`src/rtl/vga_frame_reader.sv`:
```
// -----------------------------------------------------------------------------
// vga_frame_reader
//
// Purpose:
//   Generates standard VGA timing, from a 640x480 mode by default, and
//   displays a fixed-size image window. Pixels are fetched from a memory
//   stage through read port B. The ROM image sits at address 0, and the RAM
//   (processed) image sits at RAM_BASE. The source is chosen once per frame
//   from src_sel.
//
// Ports:
//   clk          pixel clock; it also clocks memory port B
//   rst          synchronous, active-high reset
//   src_sel      0 = ROM image, 1 = RAM image (taken at frame boundary)
//   address_b    port-B read address (combinational from registered state)
//   read_data_b  port-B read data, valid 2 cycles after address_b
//   vga_r/g/b    pixel colour (registered)
//   vga_hsync    horizontal sync, active-low (registered)
//   vga_vsync    vertical sync, active-low (registered)
//   vga_blank_n  high during the visible area (registered)
//   frame_done   one-cycle pulse in the cycle after the last counter state
//
// Memory interface: there is no valid/ready handshake. Port B is read
// unconditionally every cycle. Data for the address presented in cycle t is
// consumed in cycle t+2.
// -----------------------------------------------------------------------------
module vga_frame_reader #(
   parameter int H_ACTIVE = 640,
   parameter int H_FP     = 16,
   parameter int H_SYNC   = 96,
   parameter int H_BP     = 48,
   parameter int V_ACTIVE = 480,
   parameter int V_FP     = 10,
   parameter int V_SYNC   = 2,
   parameter int V_BP     = 33,
   parameter int IMG_W    = 300,
   parameter int IMG_H    = 300,
   parameter int X0       = 170,
   parameter int Y0       = 90,
   parameter int RAM_BASE = 90300
) (
   input  logic        clk,
   input  logic        rst,
   input  logic        src_sel,
   output logic [17:0] address_b,
   input  logic [23:0] read_data_b,
   output logic [7:0]  vga_r,
   output logic [7:0]  vga_g,
   output logic [7:0]  vga_b,
   output logic        vga_hsync,
   output logic        vga_vsync,
   output logic        vga_blank_n,
   output logic        frame_done
);

   localparam int H_TOTAL = H_ACTIVE + H_FP + H_SYNC + H_BP;
   localparam int V_TOTAL = V_ACTIVE + V_FP + V_SYNC + V_BP;

   // Sized boundary constants keep every comparison at the counter width.
   localparam logic [9:0]  H_LAST   = 10'(H_TOTAL - 1);
   localparam logic [9:0]  V_LAST   = 10'(V_TOTAL - 1);
   localparam logic [9:0]  H_VIS    = 10'(H_ACTIVE);
   localparam logic [9:0]  V_VIS    = 10'(V_ACTIVE);
   localparam logic [9:0]  HS_START = 10'(H_ACTIVE + H_FP);
   localparam logic [9:0]  HS_END   = 10'(H_ACTIVE + H_FP + H_SYNC);
   localparam logic [9:0]  VS_START = 10'(V_ACTIVE + V_FP);
   localparam logic [9:0]  VS_END   = 10'(V_ACTIVE + V_FP + V_SYNC);
   localparam logic [9:0]  WIN_X0   = 10'(X0);
   localparam logic [9:0]  WIN_X1   = 10'(X0 + IMG_W);
   localparam logic [9:0]  WIN_Y0   = 10'(Y0);
   localparam logic [9:0]  WIN_Y1   = 10'(Y0 + IMG_H);
   localparam logic [17:0] BASE_RAM = 18'(RAM_BASE);

   // Counter state (cycle t)
   logic [9:0]  h;
   logic [9:0]  v;
   logic [16:0] idx;
   logic        src_q;

   // Raw per-cycle flags, all derived from the counter state of cycle t
   logic frame_end;
   logic raw_hs;
   logic raw_vs;
   logic raw_vis;
   logic raw_win;

   // Two alignment stages that match the 2-cycle memory read latency
   logic p1_hs, p1_vs, p1_vis, p1_win;
   logic p2_hs, p2_vs, p2_vis, p2_win;

   assign frame_end = (h == H_LAST) && (v == V_LAST);
   assign raw_hs    = !((h >= HS_START) && (h < HS_END));
   assign raw_vs    = !((v >= VS_START) && (v < VS_END));
   assign raw_vis   = (h < H_VIS) && (v < V_VIS);
   assign raw_win   = (h >= WIN_X0) && (h < WIN_X1) &&
                      (v >= WIN_Y0) && (v < WIN_Y1);

   // The address depends only on registered state, so it holds steady
   // between window pixels and advances only after a window cycle.
   assign address_b = (src_q ? BASE_RAM : 18'd0) + {1'b0, idx};

   // Horizontal and vertical counters
   always_ff @(posedge clk) begin
      if (rst) begin
         h <= '0;
         v <= '0;
      end else if (h == H_LAST) begin
         h <= '0;
         v <= (v == V_LAST) ? 10'd0 : v + 10'd1;
      end else begin
         h <= h + 10'd1;
      end
   end

   // Pixel index and the frame-latched source select. Both are sampled in
   // the last counter state, so the new source takes effect exactly at the
   // frame start and a mid-frame toggle of src_sel cannot tear the image.
   always_ff @(posedge clk) begin
      if (rst) begin
         idx   <= '0;
         src_q <= 1'b0;
      end else if (frame_end) begin
         idx   <= '0;
         src_q <= src_sel;
      end else if (raw_win) begin
         idx   <= idx + 17'd1;
      end
   end

   // Flag alignment pipeline. The sync flags reset to 1, their inactive level.
   always_ff @(posedge clk) begin
      if (rst) begin
         p1_hs  <= 1'b1;
         p1_vs  <= 1'b1;
         p1_vis <= 1'b0;
         p1_win <= 1'b0;
         p2_hs  <= 1'b1;
         p2_vs  <= 1'b1;
         p2_vis <= 1'b0;
         p2_win <= 1'b0;
      end else begin
         p1_hs  <= raw_hs;
         p1_vs  <= raw_vs;
         p1_vis <= raw_vis;
         p1_win <= raw_win;
         p2_hs  <= p1_hs;
         p2_vs  <= p1_vs;
         p2_vis <= p1_vis;
         p2_win <= p1_win;
      end
   end

   // Output registers. Colour comes from memory only inside the window; the
   // memory is still read outside it, so its data must be masked here.
   always_ff @(posedge clk) begin
      if (rst) begin
         vga_r       <= '0;
         vga_g       <= '0;
         vga_b       <= '0;
         vga_hsync   <= 1'b1;
         vga_vsync   <= 1'b1;
         vga_blank_n <= 1'b0;
         frame_done  <= 1'b0;
      end else begin
         if (p2_win) begin
            vga_r <= read_data_b[23:16];
            vga_g <= read_data_b[15:8];
            vga_b <= read_data_b[7:0];
         end else begin
            vga_r <= '0;
            vga_g <= '0;
            vga_b <= '0;
         end
         vga_hsync   <= p2_hs;
         vga_vsync   <= p2_vs;
         vga_blank_n <= p2_vis;
         frame_done  <= frame_end;
      end
   end

endmodule
```
`config.mk`:
```
export PLATFORM = sky130hd
export DESIGN_NAME = vga_frame_reader
export DESIGN_NICKNAME = d
export VERILOG_FILES = /design/src/rtl/vga_frame_reader.sv
export SDC_FILE = /design/constraint.sdc
export NUM_CORES = 1
export LEC_CHECK = 0
export CORE_MARGIN = 5
export CORE_UTILIZATION = 54
export CTS_CLUSTER_SIZE = 8
export DETAILED_ROUTE_END_ITERATION = 6
export GPL_TIMING_DRIVEN = 0
export PLACE_DENSITY = 0.88
export SETUP_SLACK_MARGIN = 0.1
export SYNTH_ARGS = -nofsm -noshare
export SYNTH_HDL_FRONTEND = slang
export SYNTH_SLANG_ARGS = --single-unit
```
`constraint.sdc`:
```
create_clock -name clk -period 4.2 [get_ports clk]
set_input_delay 0.84 -clock clk [delete_from_list [all_inputs] [get_ports clk]]
set_output_delay 0.84 -clock clk [all_outputs]
set_load 0.05 [all_outputs]
```
Word-level counts from Yosys, hierarchy flattened:

Index checks and enable logic that the tools add are counted.

* add/sub/neg operators: 4
* $lt $le $gt $ge: 10
* equality and inequality tests: 2
* mux-type cells: 2
* bitwise gates (word level): 1
* reduce and logical (&&, ||, !) cells: 12

Operators by type and width (count)
* 10-bit by 9-bit < comparator with 1-bit output (second input constant): 4
* 10-bit by 1-bit adder with 10-bit output (second input constant): 2
* 10-bit == test (second input constant): 2
* 10-bit < comparator (second input constant): 2
* 17-bit by 17-bit adder with 18-bit output: 1
* 17-bit by 1-bit adder with 17-bit output (second input constant): 1
* 17-bit two-way mux: 1
* 10-bit >= comparator (second input constant): 1
* 10-bit by 7-bit >= comparator with 1-bit output (second input constant): 1
* 10-bit by 8-bit >= comparator with 1-bit output (second input constant): 1
* 10-bit by 9-bit >= comparator with 1-bit output (second input constant): 1
* 10-bit two-way mux: 1
* 1-bit logical AND: 7
* 2-bit OR reduction: 3
* 1-bit logical NOT: 2
* 1-bit NOT: 1

* bits in registers: 74
* input port bits: 27
* output and inout port bits: 46
* logic and storage cells: 50

Depth between registers and ports, before layout:

Gate-level depths: netlist of run 1.

* depth after elaboration: 4
* gate-level depth with buffers: 8
* mapped depth without buffers: 7

Worst setup path before layout of run 1:

OpenSTA, ideal clock, no wires.

* kind: reg2out
* start: reg src_q
* end: out address_b[16]
* data arrival time: 3.422 ns
* data required time: 3.360 ns
* setup slack: -0.062 ns
* cell stages (with the launch flop): 7
* path buffers: 0
* path through: dfxtp_1 > ha_1 > fa_1 > a21oi_1 > o21ai_0 > nand4_1 > o311ai_0

* word-level cells in the longest chain between the ends: 2

RTL lines
* start, declared: RTL line 78 `logic src_q;`
* start signal, assigned: RTL line 124 `src_q <= src_sel;`
* 17-bit two-way mux: RTL line 100 `assign address_b = (src_q ? BASE_RAM : 18'd0) + {1'b0, idx};`
* 17-bit by 17-bit adder with 18-bit output: RTL line 100
* end, declared: RTL line 45 `output logic [17:0] address_b,`

No other way between the ends.

Worst setup path in the final report of run 1:

* start: reg src_q
* end: out address_b[12]

Same word-level chain as after synthesis.

==> results of run 1 <==
[critical path, stage by stage, from the launching register on]
cell	delay, ns
dfxtp_2	0.41
ha_1	0.26
fa_1	0.43
a21oi_1	0.24
o21ai_1	0.18
nand2_1	0.11
xnor2_1	0.11
clkdlybuf4s50_1	0.82
[cell usage in the layout (no fill, tap or decap), types with 9 or more instances in the layout]
cell and count:
nand3_1 9, xor2_1 15, dfxtp_1 73, xnor2_1 12, ha_1 14, and2_1 27, clkbuf_8 9, inv_1 12
o21ai_0 9, clkdlybuf4s50_1 66, nor3_1 9, nand4_1 13, o31ai_1 9, nor2_1 29, or4_1 13, clkbuf_1 20
a21oi_1 17, nand2_1 26
[layout make-up]
| cell class | count | area [sq um] | share of cell area [%] |
|---|---|---|---|
| Multi-Input combinational cell | 264 | 1750 | 39.9 |
| Sequential cell | 74 | 1480 | 33.9 |
| Timing Repair Buffer | 71 | 708 | 16.2 |
| Clock buffer | 9 | 124 | 2.83 |
| Buffer | 25 | 110 | 2.52 |
| Tap cell | 75 | 93.8 | 2.15 |
| Clock inverter | 7 | 62.6 | 1.43 |
| Inverter | 12 | 45.0 | 1.03 |
[power by group]
part	internal [W]	switching, W
clock network	0.000225	0.000283
registers	0.000705	0.00000324
logic	0.0000257	0.0000164
[layer usage]
metal  vias to the layer above  global-route usage [%]  part of all wire [%]
li1                       1490                       -                     -
met1                      1403                    23.4                    41
met5                         -                       0                     0
met2                        88                    37.6                    52
met4                         0                    4.33                  0.79
met3                         8                    5.44                   6.3
[cell families (layout without fill, tap and decap cells)]
logic type      count (synthesis)  count (layout)  share of synthesized area, %
simple gates                  157             157                          25.9
xor+xnor                       27              27                          7.00
buf+inv                        37             124                          4.59
mux                             1               1                         0.296
fa+ha+maj                      15              15                          5.78
compound gates                 64              64                          12.6
flops                          74              74                          43.9
[what timing repair did]
| item | 4_1_cts | 5_1_grt |
|---|---|---|
| hold buffers | 0 | 0 |
| endpoints found under the setup margin | 4 | 9 |
| cloned | 0 | 0 |
| resized for setup | 4 | 6 |
[worst paths after layout]
path | endpoint | cells after the start
max | address_b[12] | 7
min | p2_vs | 1
max reg2reg | idx[13] | 8
min reg2reg | p2_vs | 1
[registers in the layout (all words and copies together) (netlist names), 8 cells and up]
signal	cells
idx	17
vga_g	8
v	10
vga_b	8
h	10
vga_r	8
[stage by stage]
step / instances / total power (W) / util [%] / hold WS (ns)
2_1_floorplan: 375 / 0.000738 / - / 0.389
3_3_place_gp: 521 / 0.000765 / 69.8 / 0.392
3_5_place_dp: 521 / 0.000766 / 69.8 / 0.395
4_1_cts: 537 / 0.00127 / 72.8 / 0.414
5_1_grt: 537 / 0.00131 / 73.0 / 0.440
6_report: 537 / 0.00126 / 73.0 / 0.414
==> flow_summary.json, run 1 <==
{
  "diodes": 0,
  "nFillCells": 450,
  "start_kind": "register",
  "async_flop_share_pct": 0,
  "ios": 73,
  "relSlewSlack_pct": 57.5,
  "clock_path_buffers": 2,
  "drive_gt1_share_pct": 6.06,
  "layout_setup_ws_ns": 0.446,
  "dpl_cell_area_sq_um": 4180,
  "yosysSeqAreaShare_pct": 43.9,
  "fin_area_sq_um": 4370,
  "fin_crit_ns": 3.75,
  "rr_startpoint": "h[6]",
  "drt-total-wl_um": 7940,
  "drc": 0,
  "synth_commonest_cells": "dfxtp_1, nor2_1, and2_1",
  "area_delta_synth_final_pct": 29.5,
  "rsz0062_at_grt": "false",
  "critPathMaxFanout": 10,
  "clk_pin_slew_ns": 0.08,
  "dp_hpwl_um": 5810,
  "synth_top_cell_by_area": "dfxtp_1",
  "floorplan.initialDensity_pct": 56.4,
  "grt_pass1_vias": 2803,
  "place_congestion": 0.845,
  "outcome": "complete, no violations",
  "cts_buffers": 9,
  "synth.area.top_cells": "dfxtp_1, ha_1, and2_1",
  "worst_clock_skew_ns": 0.00767,
  "die_height_um": 89.1,
  "postCtsSetupRepairBufs": 0,
  "slew_violations": 0,
  "powerDensity_nw_per_um2": 288,
  "num_rows": 28,
  "synth_most_common_cell": "dfxtp_1",
  "h-tree-depth": 3,
  "critPathLaunch": "src_q",
  "worstPathArrival_ns": 2.91,
  "die-width_um": 89.1,
  "worstMarginPinSlew_ns": 0.632,
  "ys_warn_count": 0,
  "irDropWorstVdd_uv": 356,
  "leakagePower_nw": 1.66,
  "numPortBuffers": 71,
  "grt_max_degree": 16,
  "synth_cells": 375,
  "clock_latency_ns": 0.35,
  "via_per_inst": 5.57,
  "pre_cts_slack_ns": 0.307,
  "worstSetupPathType": "register to output port",
  "synth-seq-cells": 74,
  "max_freq_mhz": 266,
  "die-area_sq_um": 7940,
  "synth-edff-count": 0,
  "fin_tns_setup_ns": 0,
  "synth_top_cell_area_share_pct": 43.9,
  "drt_iter0_markers": 171,
  "r2r_slack_ns": 1.70,
  "vias": 2989,
  "firstDrtPassIters": 5,
  "worstSetupEndpointType": "output port",
  "wl_per_cell_um": 14.8,
  "grt.overflow.total": 0,
  "final_nets": 499,
  "hold_class": "register to register",
  "synth_nets": 417,
  "hold_viol": 0,
  "cts.sinks": 74,
  "antenna_found_initial": 0,
  "finalCritPeriodShare_pct": 89.4,
  "max_cap_viol_count": 0,
  "cts_root_buf": "clkbuf_8",
  "synth.avg_cell_area_sq_um": 9.01,
  "synth_cell_type_count": 48,
  "ant_nets": 0,
  "worst_ep_required_time_ns": 3.36,
  "synth_flop_cell": "dfxtp_1",
  "cts_tree": "built",
  "holdCritStartpoint": "p1_vs",
  "core_sq_um": 5990,
  "syn_area_sq_um": 3380,
  "grt_pass1_wl_um": 12700,
  "final-setup-viol-count": 0,
  "grt_usage_pct": 20.3
}
Power figures use the tool's default switching activity.
==> inputs of run 2 (changes only) <==
Settings changed: CORE_ASPECT_RATIO set to 0.5, CTS_BUF_LIST set to sky130_fd_sc_hd__clkbuf_8 sky130_fd_sc_hd__clkbuf_16.
==> flow_summary.json, run 2 (synthesized netlist as in run 1, its figures left out) <==
{
  "outcome": "complete, no violations",
  "via_per_inst": 5.39,
  "rsz0062_at_grt": "false",
  "irDropWorstVdd_uv": 274,
  "final-setup-viol-count": 0,
  "hold_viol": 0,
  "core_sq_um": 6060,
  "largest-register": "idx",
  "place_congestion": 0.818,
  "slowest_delay_ns": 0.63,
  "drt_iter0_markers": 139,
  "r2r_end": "idx[14]",
  "clkPwrFrac_pct": 49.7,
  "switchingPower_w": 0.000293,
  "p_int_w": 0.00120,
  "powerDensity_nw_per_um2": 333,
  "ant_nets": 0,
  "fin_tns_setup_ns": 0,
  "h-tree-depth": 3,
  "drt-total-wl_um": 7740,
  "rr_startpoint": "h[6]",
  "dp_hpwl_um": 5350,
  "critPathMaxFanout": 10,
  "worst_ep_required_time_ns": 3.36,
  "grt_usage_pct": 19.3,
  "r2r_slack_ns": 1.72,
  "worstMarginPinSlew_ns": 0.593,
  "power_frac_comb_pct": 2.8,
  "postCtsHoldBufs": 0,
  "finalCritPeriodShare_pct": 93.6,
  "die-area_sq_um": 8030,
  "fin_crit_ns": 3.93,
  "drive_gt1_share_pct": 5.64,
  "hold_class": "register to register",
  "holdCritStartpoint": "p1_hs",
  "wl_per_cell_um": 14.1,
  "grt_max_degree": 13,
  "grt_pass1_wl_um": 12400,
  "drc": 0,
  "grt_pass1_vias": 2728,
  "area_delta_synth_final_pct": 33.0,
  "max_cap_viol_count": 0,
  "largestRegisters": "idx x17, h x10, v x10",
  "finish.utilization_pct": 74.2,
  "power_frac_seq_pct": 47.5,
  "start_kind": "register",
  "final_common_cell": "dfxtp_1",
  "cp_slowest_cell": "dfxtp_1",
  "clk_pin_slew_ns": 0.06,
  "firstDrtPassIters": 4,
  "reg2reg_depth": 8,
  "cts.sinks": 74,
  "final_nets": 499,
  "antenna_found_initial": 0,
  "worstPathArrival_ns": 3.09,
  "diodes": 0,
  "largest_reg_flops": 17,
  "crit_chain": "ha_1 > a211o_1 > a211oi_1 > o41ai_1 > a21oi_1 > xnor2_1 > dlygate4sd2_1",
  "ios": 73,
  "clock_latency_ns": 0.32,
  "relSlewSlack_pct": 60.1,
  "worstSetupPathType": "register to output port",
  "switching_share_pct": 19.6,
  "cts_buffers": 9,
  "grt.overflow.total": 0,
  "vias": 2958,
  "most-common-layout-cells": "dfxtp_1, clkdlybuf4s50_1, nor2_1, and2_1, nand2_1",
  "floorplan.initialDensity_pct": 55.8,
  "max_freq_mhz": 255,
  "cts_tree": "built",
  "die-width_um": 122,
  "leakagePower_nw": 1.76,
  "num_rows": 20,
  "worstSetupEndpointType": "output port",
  "numPortBuffers": 71,
  "hold_depth": 1,
  "cts_root_buf": "clkbuf_16",
  "slew_violations": 0,
  "clock_path_buffers": 2,
  "worst_clock_skew_ns": 0.00544,
  "worstHoldEndpoint": "p2_hs",
  "die_height_um": 65.9
}
-- run 2: changes by cell type in the layout (fill, tap and decap cells not counted), sizes merged --
| cell | previous run | this run |
|---|---|---|
| clkinv | 3 | 2 |
| clkdlybuf4s50 | 66 | 63 |
| bufinv | 0 | 1 |
| dlymetal6s2s | 1 | 4 |
| inv | 15 | 12 |
| clkinvlp | 1 | 2 |
| clkbuf | 29 | 31 |
| dlygate4sd1 | 1 | 0 |
-- run 2: cell type report --
class	count	area [sq um]
multi-input combinational	264	1740
fill	435	1560
sequential	74	1480
timing repair buffer	71	712
clock buffer	10	239
buffer	25	110
tap	88	110
clock inverter	5	55.1
inverter	12	45.0
-- run 2: metrics by stage --
stage	total power [W]	instances	worst slack (ns)	instance area, sq um	hold WS, ns
after detailed placement	0.000766	534	0.173	4200	0.400
after CTS	0.00151	549	0.117	4490	0.411
final	0.00149	549	0.271	4490	0.408
after floorplan	0.000738	375	0.530	3380	0.389
after global placement	0.000765	534	0.223	4200	0.391
after global routing	0.00155	549	0.0987	4490	0.427
-- run 2: power by group through the flow --
| stage | registers [W] | logic, W | clock network, W |
|---|---|---|---|
| after floorplan | 0.000725 | 0.0000128 | 0 |
| after global placement | 0.000724 | 0.0000405 | 0 |
| after detailed placement | 0.000725 | 0.0000414 | 0 |
| after CTS | 0.000709 | 0.0000420 | 0.000754 |
| after global routing | 0.000710 | 0.0000463 | 0.000789 |
| final | 0.000710 | 0.0000416 | 0.000743 |
-- run 2: worst max-delay path by stage --
| stage | cells past startpoint | end | slack [ns] | startpoint |
|---|---|---|---|---|
| 3_3_place_gp | 7 | address_b[16] | 0.22 | src_q |
| 4_1_cts | 7 | address_b[12] | 0.12 | src_q |
| 2_1_floorplan | 6 | address_b[16] | 0.53 | src_q |
| 5_1_grt | 6 | address_b[9] | 0.1 | src_q |
| 3_5_place_dp | 7 | address_b[16] | 0.17 | src_q |
| 6_report | 7 | address_b[15] | 0.27 | src_q |
-- run 2: critical path: cells and delay by family (launching register included) --
family	cells	cell delay, ns
AO/OA/AOI/OAI	4	1.11
adder cells (fa/ha/maj)	1	0.35
flip-flops	1	0.63
buffers and inverters	1	0.55
XOR/XNOR	1	0.13
-- run 2: repair_timing --
| action | 4_1_cts | 5_1_grt |
|---|---|---|
| endpoints found under the setup margin | 4 | 6 |
| endpoints found under the hold margin | 0 | 0 |
| buffers inserted | 0 | 0 |
| resized for setup | 4 | 8 |
-- run 2: layer usage --
| layer | part of all wire, % | global-route usage (%) |
|---|---|---|
| met3 | 6.1 | 5.90 |
| met1 | 46 | 24.5 |
| met4 | 1.7 | 4.47 |
| met2 | 46 | 32.5 |
| met5 | 0 | 0 |
==> patch (config.mk and constraints of run 1) <==
The output `vga_blank_n` loses its register stage (`vga_blank_n` becomes a continuous assignment). Comments in the files are not updated.
--- a/src/rtl/vga_frame_reader.sv
+++ b/src/rtl/vga_frame_reader.sv
@@ -159,7 +159,6 @@
          vga_b       <= '0;
          vga_hsync   <= 1'b1;
          vga_vsync   <= 1'b1;
-         vga_blank_n <= 1'b0;
          frame_done  <= 1'b0;
       end else begin
          if (p2_win) begin
@@ -173,9 +172,10 @@
          end
          vga_hsync   <= p2_hs;
          vga_vsync   <= p2_vs;
-         vga_blank_n <= p2_vis;
          frame_done  <= frame_end;
       end
    end
 
+   assign vga_blank_n = p2_vis;
+
 endmodule
Formal check against the unedited RTL: not equivalent (Yosys sat finds a counterexample within 4 cycles, from zero or initial values and one cycle with rst high).
==> patch against run 1 <==
Power rose by 7.5%; critical path depth did not move; sequential power fell by 1%; count of clock-buffer cells in the layout rose by 1; final area fell by 0.66%; worst setup slack got worse by 0.17 ns; wire length fell by 3.1%; combinational power rose by 3%; cell count fell by 0.37%; core utilization rose by 0.38 points; register-to-register slack improved by 0.31 ns; synthesized area fell by 2.2%; sequential cell count fell by 1; critical path type unchanged; highest routed layer unchanged.
==> patch: results (changes against run 1) <==
die:
  die_area_sq_um: 7781  # -1.9%
run_status:
  status: "complete, no violations"
layout:
  fin_nets: 497  # -0.40%
  fillers: 445  # -1.1%
  drive_above_1_share_pct: 7.609  # +1.5 points
critical_path:
  arrival_ns: 3.08  # +0.17 ns
  r2r_slack_ns: 2.01  # +0.31 ns
  r2r-end: "idx[12]"
power:
  p_leak_nw: 1.717  # +3.3%
  vdd.ir_drop.worst_v: 0.0002833  # -20%
drt:
  vias_per_cell: 5.411  # -2.8%
  vias: 2895  # -3.1%
placement:
  gp_congestion: 0.8299  # -1.8%
  dp.cells: 519  # -0.38%
grt:
  track_usage_pct: 20.71  # +0.38 points
  grt_pass1_vias: 2813  # +0.36%
  grt_pass1_wl_um: 12640  # -0.71%
synth:
  synthCells: 373  # -0.53%
  synth.distinct_cells: 45  # -6.3%
  synthTopCellsByCount: "73 x dfxtp_1, 30 x nor2_1, 24 x and2_1, 22 x nand2_1, 21 x a21oi_1"
  synthMuxAreaShare_pct: 0  # -0.30 points
  synthXorXnorAreaFrac_pct: 7.424  # +0.42 points
timing:
  whs_ns: 0.4194  # +0.005234 ns
  max_slew_margin_pct: 47.87  # -9.6 points
worst_hold_path:
  hold_end: "vga_vsync"
-- patch: changes by cell type after synthesis, sizes merged, moves of 6 or more --
cell and change:
buf +6, clkbuf -8, nand3 +11, o21ai +10, or3 +9, or4 -9
-- patch: worst max path at each step --
stage                     to
6_report       address_b[14]
5_1_grt        address_b[14]
4_1_cts        address_b[16]
3_5_place_dp   address_b[16]
3_3_place_gp   address_b[16]
2_1_floorplan  address_b[16]
-- patch: stage by stage --
stage | setup WS [ns] | area [sq um]
after floorplan | 0.8161 | 3303
after global placement | 0.3368 | 4108
after detailed placement | 0.3189 | 4108
after CTS | 0.02969 | 4334
after global routing | 0.1700 | 4343
final | 0.2803 | 4343
-- patch: cell type report --
class / count / area share [%]
Buffer: 23 / 2.506
Clock buffer: 10 / 3.169
Clock inverter: 6 / 2.103
Inverter: 10 / 0.8643
Multi-Input combinational cell: 267 / 39.04
Sequential cell: 73 / 33.68
Tap cell: 75 / 2.161
Timing Repair Buffer: 71 / 16.48
-- patch: layer usage --
metal  track usage (%)  vias to the layer above  part of all wire (%)
li1                  -                     1456                     -
met4             8.242                        0                   1.7
met3             5.587                       15                   4.8
met2             37.32                       55                    55
met1             23.07                     1369                    39
met5                 0                        -                     0
-- patch: report_power, final --
group | switching, mW | internal (mW)
clock network | 0.259 | 0.351
registers | 0.00322 | 0.695
logic | 0.0168 | 0.0266
-- patch: logic make-up (layout without fill, tap and decap cells) --
logic type	Yosys count	after routing
AND/OR/NAND/NOR	157	157
flip-flops	73	73
AO/OA/AOI/OAI	67	67
buffers and inverters	33	120
XOR/XNOR	28	28
adder cells (fa/ha/maj)	15	15
